===== src/rtl/fm_meas_seq.sv =====
// -----------------------------------------------------------------------------
// fm_meas_seq
// Measurement sequencer for an FM demodulator output. After a start request
// it throws away a settling run of samples, then collects one acquisition
// window during which it tracks the signed peak values and counts rising
// zero crossings (with hysteresis, around the mid level of the previous
// window). From those it derives the modulating frequency, the peak deviation
// and the modulation index (x10) using a 20-cycle restoring divider.
//
// Ports
//   clk_8m       in   1   system clock, rising edge
//   rst_n        in   1   synchronous active-low reset
//   start        in   1   begins a measurement when seen in IDLE
//   continuous   in   1   re-arm after DONE instead of returning to IDLE
//   demod_valid  in   1   qualifies demod_data
//   demod_data   in  16   signed demodulated sample
//   busy         out  1   high whenever not IDLE
//   done         out  1   one-cycle pulse when the result outputs update
//   err          out  1   last window produced no crossings
//   mod_freq     out 13   rising-crossing count of last window (saturating)
//   delta_f      out 16   peak deviation estimate (saturating)
//   mf           out  8   floor(delta_f*10/mod_freq), saturating at 255
// -----------------------------------------------------------------------------
module fm_meas_seq #(
   parameter int SETTLE_LEN = 512,
   parameter int WIN_LEN    = 8000000,
   parameter int HYST       = 64,
   parameter int K_DF       = 256
) (
   input  logic               clk_8m,
   input  logic               rst_n,
   input  logic               start,
   input  logic               continuous,
   input  logic               demod_valid,
   input  logic signed [15:0] demod_data,
   output logic               busy,
   output logic               done,
   output logic               err,
   output logic [12:0]        mod_freq,
   output logic [15:0]        delta_f,
   output logic [7:0]         mf
);

   localparam int SW = (SETTLE_LEN > 1) ? $clog2(SETTLE_LEN) : 1;
   localparam int WW = (WIN_LEN > 1) ? $clog2(WIN_LEN) : 1;
   localparam logic [SW-1:0] SETTLE_LAST = SW'(SETTLE_LEN - 1);
   localparam logic [WW-1:0] WIN_LAST    = WW'(WIN_LEN - 1);
   localparam logic signed [16:0] HYST_POS = 17'(HYST);
   localparam logic signed [16:0] HYST_NEG = -HYST_POS;
   localparam logic [47:0] K_DF_W = 48'(K_DF);

   typedef enum logic [2:0] {
      IDLE   = 3'd0,
      SETTLE = 3'd1,
      ACQ    = 3'd2,
      CALC   = 3'd3,
      DIV    = 3'd4,
      DONE   = 3'd5
   } state_t;

   state_t state_reg, state_next;

   // window bookkeeping
   logic [SW-1:0]      settle_cnt_reg;
   logic [WW-1:0]      win_cnt_reg;
   logic signed [15:0] max_reg;
   logic signed [15:0] min_reg;
   logic               have_sample_reg;
   logic               armed_reg;
   logic [12:0]        cross_cnt_reg;
   logic signed [15:0] mid_reg;

   // results computed in CALC, held privately until DONE
   logic [15:0] res_delta_reg;
   logic [12:0] res_freq_reg;

   // restoring divider
   logic [19:0] div_num_reg;
   logic [19:0] div_q_reg;
   logic [12:0] div_rem_reg;
   logic [4:0]  div_cnt_reg;

   // visible results
   logic        err_reg;
   logic [12:0] mod_freq_reg;
   logic [15:0] delta_f_reg;
   logic [7:0]  mf_reg;

   logic settle_last, win_last, div_last;
   assign settle_last = (settle_cnt_reg == SETTLE_LAST);
   assign win_last    = (win_cnt_reg == WIN_LAST);
   assign div_last    = (div_cnt_reg == 5'd19);

   // ---------------------------------------------------------------- datapath
   // Sample relative to the previous window's mid level, one bit wider so the
   // subtraction cannot wrap.
   logic signed [16:0] x_val;
   assign x_val = {demod_data[15], demod_data} - {mid_reg[15], mid_reg};

   logic [16:0]        span;
   logic [16:0]        amp;
   logic [47:0]        prod;
   logic [47:0]        scaled;
   logic [15:0]        delta_calc;
   logic signed [16:0] mid_sum;
   logic [19:0]        num_init;

   assign span       = {max_reg[15], max_reg} - {min_reg[15], min_reg};
   assign amp        = span >> 1;
   assign prod       = 48'(amp) * K_DF_W;
   assign scaled     = prod >> 8;
   assign delta_calc = (scaled > 48'h00_0000_FFFF) ? 16'hFFFF : scaled[15:0];
   assign mid_sum    = {max_reg[15], max_reg} + {min_reg[15], min_reg};
   assign num_init   = 20'(delta_calc) * 20'd10;

   // One restoring-division step: bring in the next numerator bit, subtract
   // the divisor if it fits.
   logic [13:0] rem_shift;
   logic [13:0] rem_sub;
   logic        rem_ge;
   logic [19:0] q_step;
   logic [7:0]  mf_calc;

   assign rem_shift = {div_rem_reg, div_num_reg[19]};
   assign rem_ge    = (rem_shift >= {1'b0, res_freq_reg});
   assign rem_sub   = rem_shift - {1'b0, res_freq_reg};
   assign q_step    = (div_q_reg << 1) | 20'(rem_ge);
   // Final quotient is taken from q_step so the last step's bit is included
   // in the same cycle the outputs are loaded.
   assign mf_calc   = (res_freq_reg == 13'd0) ? 8'hFF :
                      ((|q_step[19:8]) ? 8'hFF : q_step[7:0]);

   // --------------------------------------------------------------------- FSM
   always_ff @(posedge clk_8m) begin
      if (!rst_n) begin
         state_reg <= IDLE;
      end else begin
         state_reg <= state_next;
      end
   end

   always_comb begin
      state_next = state_reg;
      busy       = 1'b1;
      done       = 1'b0;
      case (state_reg)
         IDLE: begin
            busy = 1'b0;
            if (start) state_next = SETTLE;
         end
         SETTLE: begin
            if (demod_valid && settle_last) state_next = ACQ;
         end
         ACQ: begin
            if (demod_valid && win_last) state_next = CALC;
         end
         CALC: begin
            state_next = DIV;
         end
         DIV: begin
            if (div_last) state_next = DONE;
         end
         DONE: begin
            done       = 1'b1;
            state_next = continuous ? SETTLE : IDLE;
         end
         default: begin
            state_next = IDLE;
         end
      endcase
   end

   // ---------------------------------------------------------- state datapath
   always_ff @(posedge clk_8m) begin
      if (!rst_n) begin
         settle_cnt_reg  <= '0;
         win_cnt_reg     <= '0;
         max_reg         <= '0;
         min_reg         <= '0;
         have_sample_reg <= 1'b0;
         armed_reg       <= 1'b0;
         cross_cnt_reg   <= '0;
         mid_reg         <= '0;
         res_delta_reg   <= '0;
         res_freq_reg    <= '0;
         div_num_reg     <= '0;
         div_q_reg       <= '0;
         div_rem_reg     <= '0;
         div_cnt_reg     <= '0;
         err_reg         <= 1'b0;
         mod_freq_reg    <= '0;
         delta_f_reg     <= '0;
         mf_reg          <= '0;
      end else begin
         // settle counter only runs in SETTLE, so each entry starts from zero
         if (state_reg == SETTLE) begin
            if (demod_valid) settle_cnt_reg <= settle_cnt_reg + SW'(1);
         end else begin
            settle_cnt_reg <= '0;
         end

         // Window statistics are cleared throughout SETTLE so they start
         // fresh on ACQ entry, and are held from ACQ exit until the next
         // SETTLE so CALC sees the finished window.
         if (state_reg == SETTLE) begin
            win_cnt_reg     <= '0;
            have_sample_reg <= 1'b0;
            armed_reg       <= 1'b0;
            cross_cnt_reg   <= '0;
         end else if (state_reg == ACQ && demod_valid) begin
            win_cnt_reg     <= win_cnt_reg + WW'(1);
            have_sample_reg <= 1'b1;
            if (!have_sample_reg) begin
               max_reg <= demod_data;
               min_reg <= demod_data;
            end else begin
               if (demod_data > max_reg) max_reg <= demod_data;
               if (demod_data < min_reg) min_reg <= demod_data;
            end
            // hysteresis: arm below -HYST, count and disarm above +HYST
            if (!armed_reg) begin
               if (x_val < HYST_NEG) armed_reg <= 1'b1;
            end else if (x_val > HYST_POS) begin
               armed_reg <= 1'b0;
               if (cross_cnt_reg != 13'h1FFF) cross_cnt_reg <= cross_cnt_reg + 13'd1;
            end
         end

         if (state_reg == CALC) begin
            res_delta_reg <= delta_calc;
            res_freq_reg  <= cross_cnt_reg;
            mid_reg       <= 16'(mid_sum >>> 1);
            div_num_reg   <= num_init;
            div_q_reg     <= '0;
            div_rem_reg   <= '0;
            div_cnt_reg   <= '0;
         end else if (state_reg == DIV) begin
            div_cnt_reg <= div_cnt_reg + 5'd1;
            div_num_reg <= div_num_reg << 1;
            // with no crossings the divider just idles for its 20 cycles
            if (res_freq_reg != 13'd0) begin
               div_rem_reg <= 13'(rem_ge ? rem_sub : rem_shift);
               div_q_reg   <= q_step;
            end
            if (div_last) begin
               mod_freq_reg <= res_freq_reg;
               delta_f_reg  <= res_delta_reg;
               mf_reg       <= mf_calc;
               err_reg      <= (res_freq_reg == 13'd0);
            end
         end
      end
   end

   assign err      = err_reg;
   assign mod_freq = mod_freq_reg;
   assign delta_f  = delta_f_reg;
   assign mf       = mf_reg;

endmodule


===== config.mk =====
export PLATFORM = sky130hd
export DESIGN_NAME = fm_meas_seq
export DESIGN_NICKNAME = d
export VERILOG_FILES = /design/src/rtl/fm_meas_seq.sv
export SDC_FILE = /design/constraint.sdc
export NUM_CORES = 1
export LEC_CHECK = 0
export ABC_AREA = 1
export CAP_MARGIN = 30
export CORE_ASPECT_RATIO = 1.4
export CORE_UTILIZATION = 56
export DETAILED_ROUTE_END_ITERATION = 10
export GPL_ROUTABILITY_DRIVEN = 1
export PLACE_DENSITY_LB_ADDON = 0.3
export SYNTH_ARGS = -nofsm -noshare
export SYNTH_HDL_FRONTEND = slang
export SYNTH_SLANG_ARGS = --single-unit
export TNS_END_PERCENT = 20

===== constraint.sdc =====
create_clock -name clk_8m -period 4.4 [get_ports clk_8m]
set_input_delay 0.66 -clock clk_8m [delete_from_list [all_inputs] [get_ports clk_8m]]
set_output_delay 0.66 -clock clk_8m [all_outputs]
set_load 0.01 [all_outputs]

-- After elaboration in Yosys (flattened, before gate mapping)
Cells that the tools add are included.
W data, S select, Z words.
- register bits after elaboration: 221
- input port bits: 21
- output and inout port bits: 40
- add/subtract/negate cells: 8
- multipliers: 1
- magnitude comparators: 6
- equality and inequality tests: 15
- multiplexer cells: 21
- bitwise gates (word level): 4
- reductions and logical operators: 17
- operator list (kind ; number):
    $mux W16 ; 5
    $mux W20 ; 2
    $sub A16 B16 Y17 ; 2
    $add A23 B1 Y23 const B ; 1
    $eq A23 B23 Y1 const B ; 1
    $or A20 B1 Y20 ; 1
    $mul A16 B3 Y19 const B ; 1
    $pmux W3 S6 ; 1
    $add A16 B16 Y17 ; 1
    $gt A17 B8 Y1 const B ; 1
    $lt A17 B7 Y1 const B ; 1
    $gt A16 B16 Y1 ; 1
    $gt A16 B16 Y1 const B ; 1
    $lt A16 B16 Y1 ; 1
    $mux W8 ; 2
    $ge A14 B13 Y1 ; 1
    $add A13 B1 Y13 const B ; 1
    $logic_not A13 Y1 ; 1
    $mux W13 ; 1
    $ne A13 B13 Y1 const B ; 1
    $reduce_bool A13 Y1 ; 1
    $sub A13 B13 Y13 ; 1
    $mux W3 ; 4
    $reduce_or A12 Y1 ; 1
    18 further kinds ; 38

-- Depth between registers and ports, before layout
- depth in word-level cells: 5
- mapped depth: 27
- gate-level depth less buffers: 27

-- Worst setup path before layout
OpenSTA, ideal clock, no wires.
- kind: register to register
- start: register max_reg[1]
- end: register div_num_reg[15]
- library setup time: 0.132 ns
- data arrival time: 3.440 ns
- data required time: 4.268 ns
- slack: 0.828 ns
- stages on the path, launching flop included: 20
- period minus slack after synthesis: 3.572 ns
- cell sequence: dfxtp_1 inv_1 fa_1 inv_1 nand2_1 o21ai_1 a21oi_1 o21ai_0 xor2_1 ha_1 ha_1 a21oi_1 nand2_1 nand2_1 nand3_1 a21boi_0 o21ai_0 xor2_1 o21ai_0 a21oi_1
- word-level cells in the longest chain between the ends: 5
- RTL lines (what ; RTL line ; source):
    start, declared ; 66 ; logic signed [15:0] max_reg;
    start signal, assigned ; 214 ; max_reg <= demod_data;
    start signal, assigned ; 217 ; if (demod_data > max_reg) max_reg <= demod_data;
    $sub A16 B16 Y17 * ; 108 ; assign span = {max_reg[15], max_reg} - {min_reg[15], min_reg};
    $gt A16 B16 Y1 ; 112 ; assign delta_calc = (scaled > 48'h00_0000_FFFF) ? 16'hFFFF : scaled[15:0];
    $mux W16 * ; 112 ;
    via delta_calc[5] ; 104 ; logic [15:0] delta_calc;
    $mul A16 B3 Y19 * ; 114 ; assign num_init = 20'(delta_calc) * 20'd10;
    $mux W20 * ; 229 ; if (state_reg == CALC) begin
    end signal, assigned ; 233 ; div_num_reg <= num_init;
    end signal, assigned ; 239 ; div_num_reg <= div_num_reg << 1;
    end, declared ; 78 ; logic [19:0] div_num_reg;
The timed path passes the listed nets; every way through them passes the cells marked *.
A chain may end at the register's enable or synchronous reset.

-- Worst setup path after layout
- start: register max_reg[1]
- end: register div_num_reg[19]
Same word-level chain as after synthesis.

==> flow_summary.yaml <==
worst_setup_path:
  crit_path_max_fanout: 4
  crit_type: "reg -> reg"
  startpoint_type: "flop"
  cp.required_ns: 4.80
  cp-end-kind: "flop"
  crit_arrival_ns: 4.46
global_routing:
  grt_max_degree: 83
  grt_pass1_vias: 12248
  gr-total-overflow: 0
  grt_pass1_wl_um: 56400
  grt_usage_pct: 27.5
  antenna_found_initial: 0
timing:
  setup_tns_ns: 0
  fmax_mhz: 247
  hold_viol: 0
  worst_pin_slew_ns: 0.867
  slew_headroom_pct: 42.0
  period_share_pct: 92.2
  period_minus_slack_ns: 4.06
  rsz0062_at_grt: "false"
  final-setup-viol-count: 0
  clock-skew-final_ns: 0.0263
  final-max-slew-violation-count: 0
placement:
  gp_routability_congestion: 0.945
  place_area_um2: 14300
  hpwl_um: 24800
  io_buffers: 60
floorplan:
  io_pins: 61
  initial_core_util_pct: 57.5
  dieWidth_um: 133
  row_count: 66
  die_h_um: 186
  die-area_um2: 24700
  core_area_um2: 23500
synthesis:
  synthesis.area_um2: 13500
  postSynthCellCount: 1930
  yosysTopAreaCell: "dfxtp_1"
  synthTopCellsByArea: "dfxtp_1 (33%), ha_1 (11%), nand2_1 (11%)"
  ys_types: 53
  syn_avg_cell_area_um2: 6.98
  yosys.area.top_type_share_pct: 32.8
  async_flop_share_pct: 0
  synth_edf_count: 0
  netlist_top_cells_count: "nand2_1 (381), inv_1 (256), dfxtp_1 (221)"
  synth_warnings: 0
  syn_nets: 2078
  synth.most_common_cell: "nand2_1"
  ys_ff_latch: 221
  ys.flop_type: "dfxtp_1"
  ys_seq_area_share_pct: 32.8
pwr:
  power.share.clock_pct: 28.0
  p_seq_share_pct: 30.7
  power.density_cell_area_nw_per_um2: 455
  power.switching_mw: 2.65
  switching_share_pct: 38.8
  p_int_mw: 4.19
  total_leakage_power_nw: 6.53
  power_frac_comb_pct: 41.2
  peakVddDrop_mv: 0.363
layout:
  stdcell_area_um2: 15000
  n_antenna_cell: 0
  area_growth_pct: 11.5
  drive_gt1_share_pct: 4.76
  largest_reg_flops: 23
  layout.nets: 2108
cts:
  clk_pin_slew_ns: 0.06
  htreeDepth: 1
  clock_latency_ns: 0.53
  cts_buffer_depth: 3
  root_buffer: "clkbuf_16"
  numCtsBuffers: 23
  cts.sinks: 221
  cts_tree: "built"
  cts_hold_buf: 0
routing:
  highest_layer: "met4"
  viasPerCell: 5.61
  wl_met3_um: 1570
  first_pass_iters: 6
  vias: 12787
  drcViolationCount: 0
  drt-met1-wl_um: 14100
  wl_um: 33600
  ant_nets: 0
  met2_length_um: 16700
  wl_per_cell_um: 14.7
  drt_iter0_drc: 695
outcome:
  status: "complete, no violations"
flow_run:
  maxCapViolCount: 0
worst_hold_path:
  min_path_type: "reg -> reg"
==> through the flow <==
step / instances / hold slack (ns) / total power, mW / worst slack (ns) / util [%]
2_1_floorplan: 1930 / 0.421 / 4.31 / 0.828 / -
3_3_place_gp: 2241 / 0.433 / 4.84 / 0.432 / 60.9
6_report: 2279 / 0.458 / 6.83 / 0.345 / 64.1
5_1_grt: 2279 / 0.481 / 7.34 / 0.00500 / 64.1
4_1_cts: 2279 / 0.461 / 6.82 / 0.226 / 64.0
3_5_place_dp: 2241 / 0.437 / 4.88 / 0.258 / 60.9
==> cells by family after synthesis <==
logic type / share of synthesized area (%)
fa+ha+maj: 12.1
compound gates: 16.9
xor+xnor: 3.70
buf+inv: 9.51
simple gates: 25.0
flops: 32.8
==> cell type report <==
type                            instances  area (µm²)
Sequential cell                       221        4420
Clock buffer                           31         646
Timing Repair Buffer                   76         716
Fill cell                            2110        8430
Inverter                              265         995
Multi-Input combinational cell       1373        7780
Tap cell                              306         383
Clock inverter                          7        78.8
==> layer usage <==
metal / vias up / global-route usage (%)
met5: - / 0
met4: 0 / 11.5
met3: 85 / 2.59
met2: 357 / 51.2
met1: 5931 / 32.0
li1: 6414 / -
==> placed cells by master, fill, tap and decap left out, types with 3 or more instances in the layout <==
cell,n
nor4_1,13
or2_2,5
inv_2,7
buf_4,16
o21ai_1,7
nor2_2,10
o211ai_1,4
fa_1,5
and2_1,4
a21boi_0,3
clkdlybuf4s50_1,59
clkbuf_1,4
inv_6,3
inv_1,256
nand2_2,4
xnor2_1,14
clkbuf_16,23
o21ai_0,123
nand3_1,101
nor2_1,179
dfxtp_1,221
a21oi_1,196
nand2_1,381
a31oi_1,15
xor2_1,42
o21a_1,3
a221oi_1,3
a22o_1,7
o21bai_1,4
a211oi_1,6
nand4_1,31
nand3b_1,6
nor3_1,26
o22ai_1,21
clkbuf_8,4
ha_1,122
a21o_1,8
nand3_2,6
==> what timing repair did <==
item / 4_1_cts / 5_1_grt
setup buffers: 0 / 0
setup endpoints to repair: 0 / 6
gates resized for setup: 0 / 4
==> final timing paths <==
kind | start | to | cells past startpoint | slack [ns]
hold / removal | res_delta_reg[15]$_SDFFE_PN0P_ | res_delta_reg[15]$_SDFFE_PN0P_ | 2 | 0.46
setup / recovery | max_reg[1]$_SDFFE_PN0P_ | div_num_reg[19]$_SDFFE_PN0N_ | 22 | 0.34
setup reg to reg | max_reg[1]$_SDFFE_PN0P_ | div_num_reg[19]$_SDFFE_PN0N_ | 22 | 0.34
hold reg to reg | res_delta_reg[15]$_SDFFE_PN0P_ | res_delta_reg[15]$_SDFFE_PN0P_ | 2 | 0.46
==> worst max-delay path: stages (launching register included) <==
cell,delay (ns)
dfxtp_1,0.40
inv_1,0.14
fa_1,0.45
inv_1,0.06
nand2_1,0.07
o21ai_2,0.20
a21oi_1,0.09
o21ai_0,0.19
xor2_1,0.30
ha_1,0.30
ha_1,0.36
a21oi_1,0.16
nand2_1,0.11
nand2_1,0.09
nand3_1,0.11
a21boi_0,0.37
o21ai_1,0.15
nand2_1,0.08
nand2_1,0.06
nand2_1,0.08
nand2_1,0.06
nand3_1,0.06
a21oi_1,0.06
==> power by group through the flow <==
stage | Clock (mW) | Sequential [mW] | Combinational [mW]
after global placement | 0 | 2.14 | 2.70
after floorplan | 0 | 2.13 | 2.18
after global routing | 2.02 | 2.11 | 3.21
after detailed placement | 0 | 2.14 | 2.74
after CTS | 1.94 | 2.10 | 2.78
final | 1.91 | 2.10 | 2.82
No activity file was read; power rests on OpenSTA's default activity.
